**src/rtl/full_adder.sv**
```systemverilog
// One-bit full adder with a combinational result, a registered result and optional input statistics.
// Defining FULL_ADDER_STATS_EN enables the coverage map and the saturating carry-event counter.
module full_adder #(
    parameter int CNT_W = 16
) (
    input  logic             clk,
    input  logic             rst,
    input  logic             a,
    input  logic             b,
    input  logic             cin,
    input  logic             in_valid,
    output logic             sum,
    output logic             cout,
    output logic             sum_q,
    output logic             cout_q,
    output logic             out_valid,
    output logic [7:0]       cov_map,
    output logic             cov_full,
    output logic [CNT_W-1:0] carry_cnt
);

    logic sum_d;
    logic cout_d;
    logic out_valid_d;
    logic out_valid_q;

    // The combinational path never depends on clk, rst or in_valid.
    assign sum  = a ^ b ^ cin;
    assign cout = (a & b) | (a & cin) | (b & cin);

    always_comb begin
        sum_d       = sum_q;
        cout_d      = cout_q;
        out_valid_d = in_valid;
        if (in_valid) begin
            sum_d  = sum;
            cout_d = cout;
        end
    end

    always_ff @(posedge clk or posedge rst) begin
        if (rst) begin
            sum_q       <= 1'b0;
            cout_q      <= 1'b0;
            out_valid_q <= 1'b0;
        end else begin
            sum_q       <= sum_d;
            cout_q      <= cout_d;
            out_valid_q <= out_valid_d;
        end
    end

    assign out_valid = out_valid_q;

`ifdef FULL_ADDER_STATS_EN
    logic [7:0]       cov_map_d;
    logic [7:0]       cov_map_q;
    logic [CNT_W-1:0] carry_cnt_d;
    logic [CNT_W-1:0] carry_cnt_q;
    logic [2:0]       combo_idx;

    assign combo_idx = {a, b, cin};

    // Coverage bits are sticky; the counter stops at all-ones instead of wrapping.
    always_comb begin
        cov_map_d   = cov_map_q;
        carry_cnt_d = carry_cnt_q;
        if (in_valid) begin
            cov_map_d[combo_idx] = 1'b1;
            if (cout && (carry_cnt_q != {CNT_W{1'b1}})) begin
                carry_cnt_d = carry_cnt_q + CNT_W'(1);
            end
        end
    end

    always_ff @(posedge clk or posedge rst) begin
        if (rst) begin
            cov_map_q   <= 8'h00;
            carry_cnt_q <= '0;
        end else begin
            cov_map_q   <= cov_map_d;
            carry_cnt_q <= carry_cnt_d;
        end
    end

    assign cov_map   = cov_map_q;
    assign carry_cnt = carry_cnt_q;
`else
    assign cov_map   = 8'h00;
    assign carry_cnt = '0;
`endif

    assign cov_full = &cov_map;

endmodule

```
**config.mk**
```make
export PLATFORM = sky130hd
export DESIGN_NAME = full_adder
export DESIGN_NICKNAME = d
export VERILOG_FILES = /design/src/rtl/full_adder.sv
export SDC_FILE = /design/constraint.sdc
export NUM_CORES = 1
export LEC_CHECK = 0
export CORE_AREA = 10 10 47 49
export DETAILED_ROUTE_END_ITERATION = 7
export DIE_AREA = 0 0 57 59
export GPL_TIMING_DRIVEN = 0
export HOLD_SLACK_MARGIN = 0.02
export PLACE_DENSITY = 0.71
export SETUP_SLACK_MARGIN = 0.1
export SLEW_MARGIN = 15
export SYNTH_ARGS = -nofsm -noshare
export SYNTH_HDL_FRONTEND = slang
export SYNTH_SLANG_ARGS = --single-unit
```
**constraint.sdc**
```tcl
create_clock -name clk -period 2.5 [get_ports clk]
set_clock_uncertainty 0.1 [all_clocks]
set_input_delay 0.5 -clock clk [delete_from_list [all_inputs] [get_ports clk]]
set_output_delay 0.5 -clock clk [all_outputs]
set_load 0.005 [all_outputs]
```
==> impl_results.md, run 1 <==
- Vias: around 240
- Combinational Power Share: 0.361
- Slowest CP cell: fa_1
- Fin. max-slew vios: 0
- Synth warn: 0
- Critical-path cell list: clkdlybuf4s50_1, fa_1, clkdlybuf4s15_1
- Mean number of vias per cell: 2.79
- Synth Register Bits: 3
- Avg Inst Size Synth: ~9.5 um^2
- Cell area after synthesis: 313 um^2
- Post-CTS Setup Repair Bufs: 0
- FP Rows: 14
- GR Util All Layers: 0.0459
- P per Cell Area: just over 400 nW/um^2
- Largest net degree at the start of global routing: 4
- TritonCTS clock tree: built
- Crit. End Element: output port
- Core Box Area: between 1000 and 1500 um^2
- RSZ-0062 raised after global routing: no
- Sequential power share: 0.260
- Distinct cell type count after synthesis: 6
- DRT antenna net count: 0
- Synth Instances: 33
- Clock transition at path regs: approximately 0.04 ns
- Initial antenna violation count: 0
- Final Hold Viols: 0
- Die width: 57 um
- Starting Density: 0.223
- Dpl hpwl: between 800 and 900 um
- Switching power: 54.3 uW
- Maxcap violations: 0
- Remaining DRCs: 0
- Largest stage delay, worst path: between 0.5 and 0.6 ns
- Die ar.: about 3400 um^2
- CTS buffer count: 3
- First-pass detailed-route iteration total: 2
- Fmax: 429 MHz
- Leakage: 0.000329 uW
- Clk root buf: clkbuf_4
- Switch share: 0.246
- P_int: 166 uW
- CTS max path bufs: 2
- Arrival @ worst endpoint: 1.73 ns
- Yosys top cell area share: 0.600
- WP buf/inv: 2
- Antenna cells: 0
- DRT Wirelength: 830 um
- Share of cells above drive strength 1: 0.423
- Cell family with most CP delay: buffers and inverters
- Post-route minimum period: 2.33 ns
- Placed Area: 523 um^2
- Vias in the first global route: 246
- Synth-to-layout area growth: 75.2%
- Per-cell routed wire length: between 9 and 10 um
- Final worst path period share: 0.933
- Design Area, Final: 548 um^2
- Hold WS: 0.357 ns
- I/O Pins: 36
- Overflow after GRT: 0
- Worst hold path type: in -> async
- Synth top area cells: buf_4, dfrtp_1, mux2_2, fa_1, conb_1
- Peak supply drop: 255 uV
- Gpl congestion: 0.645
- Skew-Pair Late Insertion Delay: approximately 0.23 ns
- Crit path kind: in -> out
- H-tree depth: 1
- TritonCTS Sinks: 3
- Seq/Total Area, Yosys: 0.240
- Worst Path Required: 1.90 ns
- IO buf count: 10
- Power share of the clock group: 0.379
- First-pass GRT wire length: 1170 um
- Crit path launch type: primary input
- Height of the die: approximately 60 um
- Status: finished clean
- DR iter-0 viols: 3
- CP max FO: 2
- Count of final setup violators: 0
- Final nets: 79
- Largest area contributor in the netlist: buf_4
## synthesized netlist by cell type (all sizes together)
library cell and number:
dfrtp 3, inv 1, buf 25, fa 1, mux2 2, conb 1
## final timing paths
kind / startpoint / slack [ns] / depth (start not counted) / to
max: a / 0.17 / 3 / sum
min: rst / 0.36 / 2 / cout_q
max reg2reg: sum_q / 1.66 / 1 / sum_q
min reg2reg: cout_q / 0.40 / 1 / cout_q
max in group asynchronous: rst / 1.81 / 2 / sum_q
min in group clk: cout_q / 0.40 / 1 / cout_q
## power by group through the flow
stage / Clock (uW) / Sequential, uW / Combinational [uW]
3_3_place_gp: 0 / 57.9 / 78.0
2_1_floorplan: 0 / 58.8 / 46.4
4_1_cts: 86.7 / 57.5 / 77.1
6_report: 83.6 / 57.5 / 79.6
3_5_place_dp: 0 / 58.1 / 79.9
5_1_grt: 91.5 / 58.6 / 87.9
## flip-flops by register name, indices dropped and copies added, names as in the netlist
signal     flops
cout_q         1
out_valid      1
sum_q          1
## logic make-up after synthesis
group,synth area share
buf+inv,0.612
flops,0.240
mux,0.0720
fa+ha+maj,0.0640
other cells,0.0120
## per-layer routing
metal / part of all wire / track usage / up-vias / wire [um]
li1: - / - / 124 / -
met1: 0.22 / 0.0299 / 104 / 186
met2: 0.65 / 0.0899 / 15 / 539
met3: 0.13 / 0.0365 / 0 / 104
met4: 0 / 0.0201 / 0 / 0
met5: 0 / 0 / - / 0
## final cells by class
class | instances | area [um^2]
Tap cell | 16 | 20.0
Multi-Input combinational cell | 28 | 136
Inverter | 1 | 3.75
Clock buffer | 4 | 26.3
Timing Repair Buffer | 10 | 98.8
Sequential cell | 3 | 75.1
Buffer | 25 | 188
Fill cell | 166 | 853
## cells in the final DEF (no fill, tap or decap)
cell type	netlist	final
buf_4	25	25
conb_1	1	25
clkdlybuf4s50_1	0	8
clkbuf_4	0	3
dfrtp_1	3	3
mux2_2	2	2
inv_1	1	1
fa_1	1	1
clkbuf_1	0	1
dlygate4sd2_1	0	1
clkdlybuf4s15_1	0	1
## timing repair
item | in CTS | in global routing
resized for setup | 2 | 1
pin swaps | 0 | 0
hold buffers | 0 | 0
setup endpoints to repair | 2 | 1
## per-stage QoR
stage	cells	TNS (ns)	utilization	power, uW	setup slack, ns
global route	87	0	0.391	238	0.115
detailed placement	83	-0.135	0.373	138	-0.135
CTS	87	0	0.390	221	0.137
global placement	83	-0.113	0.373	136	-0.113
floorplan	57	0	-	105	0.851
finish	87	0	0.391	221	0.168
(Power assumes the default switching activity.)
==> run 2: changes to the inputs <==
CTS_CLUSTER_SIZE = 8   (was not set)
==> results of run 2 <==
No change in the layout: final DEF, timing and power equal those of run 1.
==> run 3: changes to the inputs <==
GPL_ROUTABILITY_DRIVEN = 0   (was not set)
==> results of run 3 <==
No change in the layout: final DEF, timing and power equal those of run 1.
==> variant, RTL diff (flow settings as in run 2) <==
Change the parameter `CNT_W` from 16 to 24.
--- a/src/rtl/full_adder.sv
+++ b/src/rtl/full_adder.sv
@@ -1,7 +1,7 @@
 // One-bit full adder with a combinational result, a registered result and optional input statistics.
 // Defining FULL_ADDER_STATS_EN enables the coverage map and the saturating carry-event counter.
 module full_adder #(
-    parameter int CNT_W = 16
+    parameter int CNT_W = 24
 ) (
     input  logic             clk,
     input  logic             rst,
Ports: changed (resized carry_cnt); port bits go from 36 to 44. The function was not compared with the original's and may differ.
==> variant against run 2 <==
Clock power up 0.6%; wire length up 17%; sequential cell count unchanged; cell count up 18%; design area up 16%; combinational power up 14%; via count up 15%; hold slack worse by 17 ps; sequential power about the same; worst setup slack better by 2.4 ps; power up 5.3%; area after synthesis up 19%; highest routed layer is now met4.
==> variant: results (changes against run 2) <==
outcome:
  run_status: "completed"
logic_synthesis:
  synth_commonest_cells: "sky130_fd_sc_hd__buf_4 (33), sky130_fd_sc_hd__dfrtp_1 (3), sky130_fd_sc_hd__mux2_2 (2)"
  yosysUniqueCellTypes: 6  # unchanged
  synth-adder-area-share_pct: 5.369  # -1.0 points
  ys_top_cells_by_area: "sky130_fd_sc_hd__buf_4 (66%), sky130_fd_sc_hd__dfrtp_1 (20%), sky130_fd_sc_hd__mux2_2 (6.0%)"
  synthCells: 41  # +24%
  ys_seq_area_share_pct: 20.13  # -3.9 points
  synth.area.mux_share_pct: 6.040  # -1.2 points
grt:
  all_layer_gr_usage_pct: 6.128  # +1.5 points
  number_of_global_route_vias_before_repair: 312  # +27%
  grt_pass1_wl_mm: 1.552  # +32%
critical_path:
  register_to_register_path_depth: 1  # unchanged
  crit_reg_reg_endpoint: "cout_q$_DFFE_PP0P_"
  rr_startpoint: "cout_q$_DFFE_PP0P_"
  startpoint: "a"
route:
  vias: 279  # +15%
  post_detailed_routing_wire_length_um: 970  # +17%
  routedWlPerCell_um: 9.417  # -1.3%
  met2WireLength_um: 606  # +12%
  wl_met3_um: 163  # +57%
  wirelength_met1_um: 165  # -11%
  maxUsedRoutingLayer: "met4"
pwr:
  seq-power_w: 0.0000577  # about the same
  vdd.ir_drop.worst_uv: 126.6  # -50%
  p_leak_nw: 0.3994  # +21%
  power.combinational.fraction_pct: 39.0  # +2.9 points
  power.net_switching_w: 0.00005885  # +8.4%
  seqPwrFrac_pct: 24.8  # -1.2 points
  top_power_group: "combinational cells"
cells_and_area:
  drive_gt1_share_pct: 43.68  # +1.4 points
  final_net_count: 95  # +20%
place:
  finalWeightedCongestion: 0.5799  # -10%
  dp_cells: 99  # +19%
  postPlaceCellArea_um2: 613.1  # +17%
  dp_worst_setup_slack_ps: -109.4  # +25.45 ps
timing:
  final.hold.worst_slack_ps: 339.5  # -17.07 ps
==> variant: changes by cell type in the layout (fill, tap and decap cells not counted), sizes merged <==
cell           delta
clkdlybuf4s15     -1
dlygate4sd2       +1
conb              +8
buf               +8
==> variant: repair_timing <==
item,in CTS,in global routing
endpoints found under the setup margin,2,0
endpoints found under the hold margin,0,0
buffers inserted,0,0
resized for setup,2,0
==> variant: per-layer routing <==
metal / up-vias / global-route usage [%]
li1: 149 / -
met1: 109 / 3.498
met2: 19 / 11.16
met3: 2 / 4.721
met4: 0 / 6.040
met5: - / 0
==> variant: area by class of cell <==
type / count / area [um2]
buffer: 33 / 247.7
inverter: 1 / 3.754
tap: 16 / 20.02
fill: 159 / 764.5
sequential: 3 / 75.07
clock buffer: 4 / 26.28
timing repair buffer: 10 / 97.59
multi-input combinational: 36 / 166.4
==> variant: critical path, cell delays in order <==
cell                              delay [ps]
sky130_fd_sc_hd__clkdlybuf4s50_1         430
sky130_fd_sc_hd__fa_1                    560
sky130_fd_sc_hd__dlygate4sd2_1           240
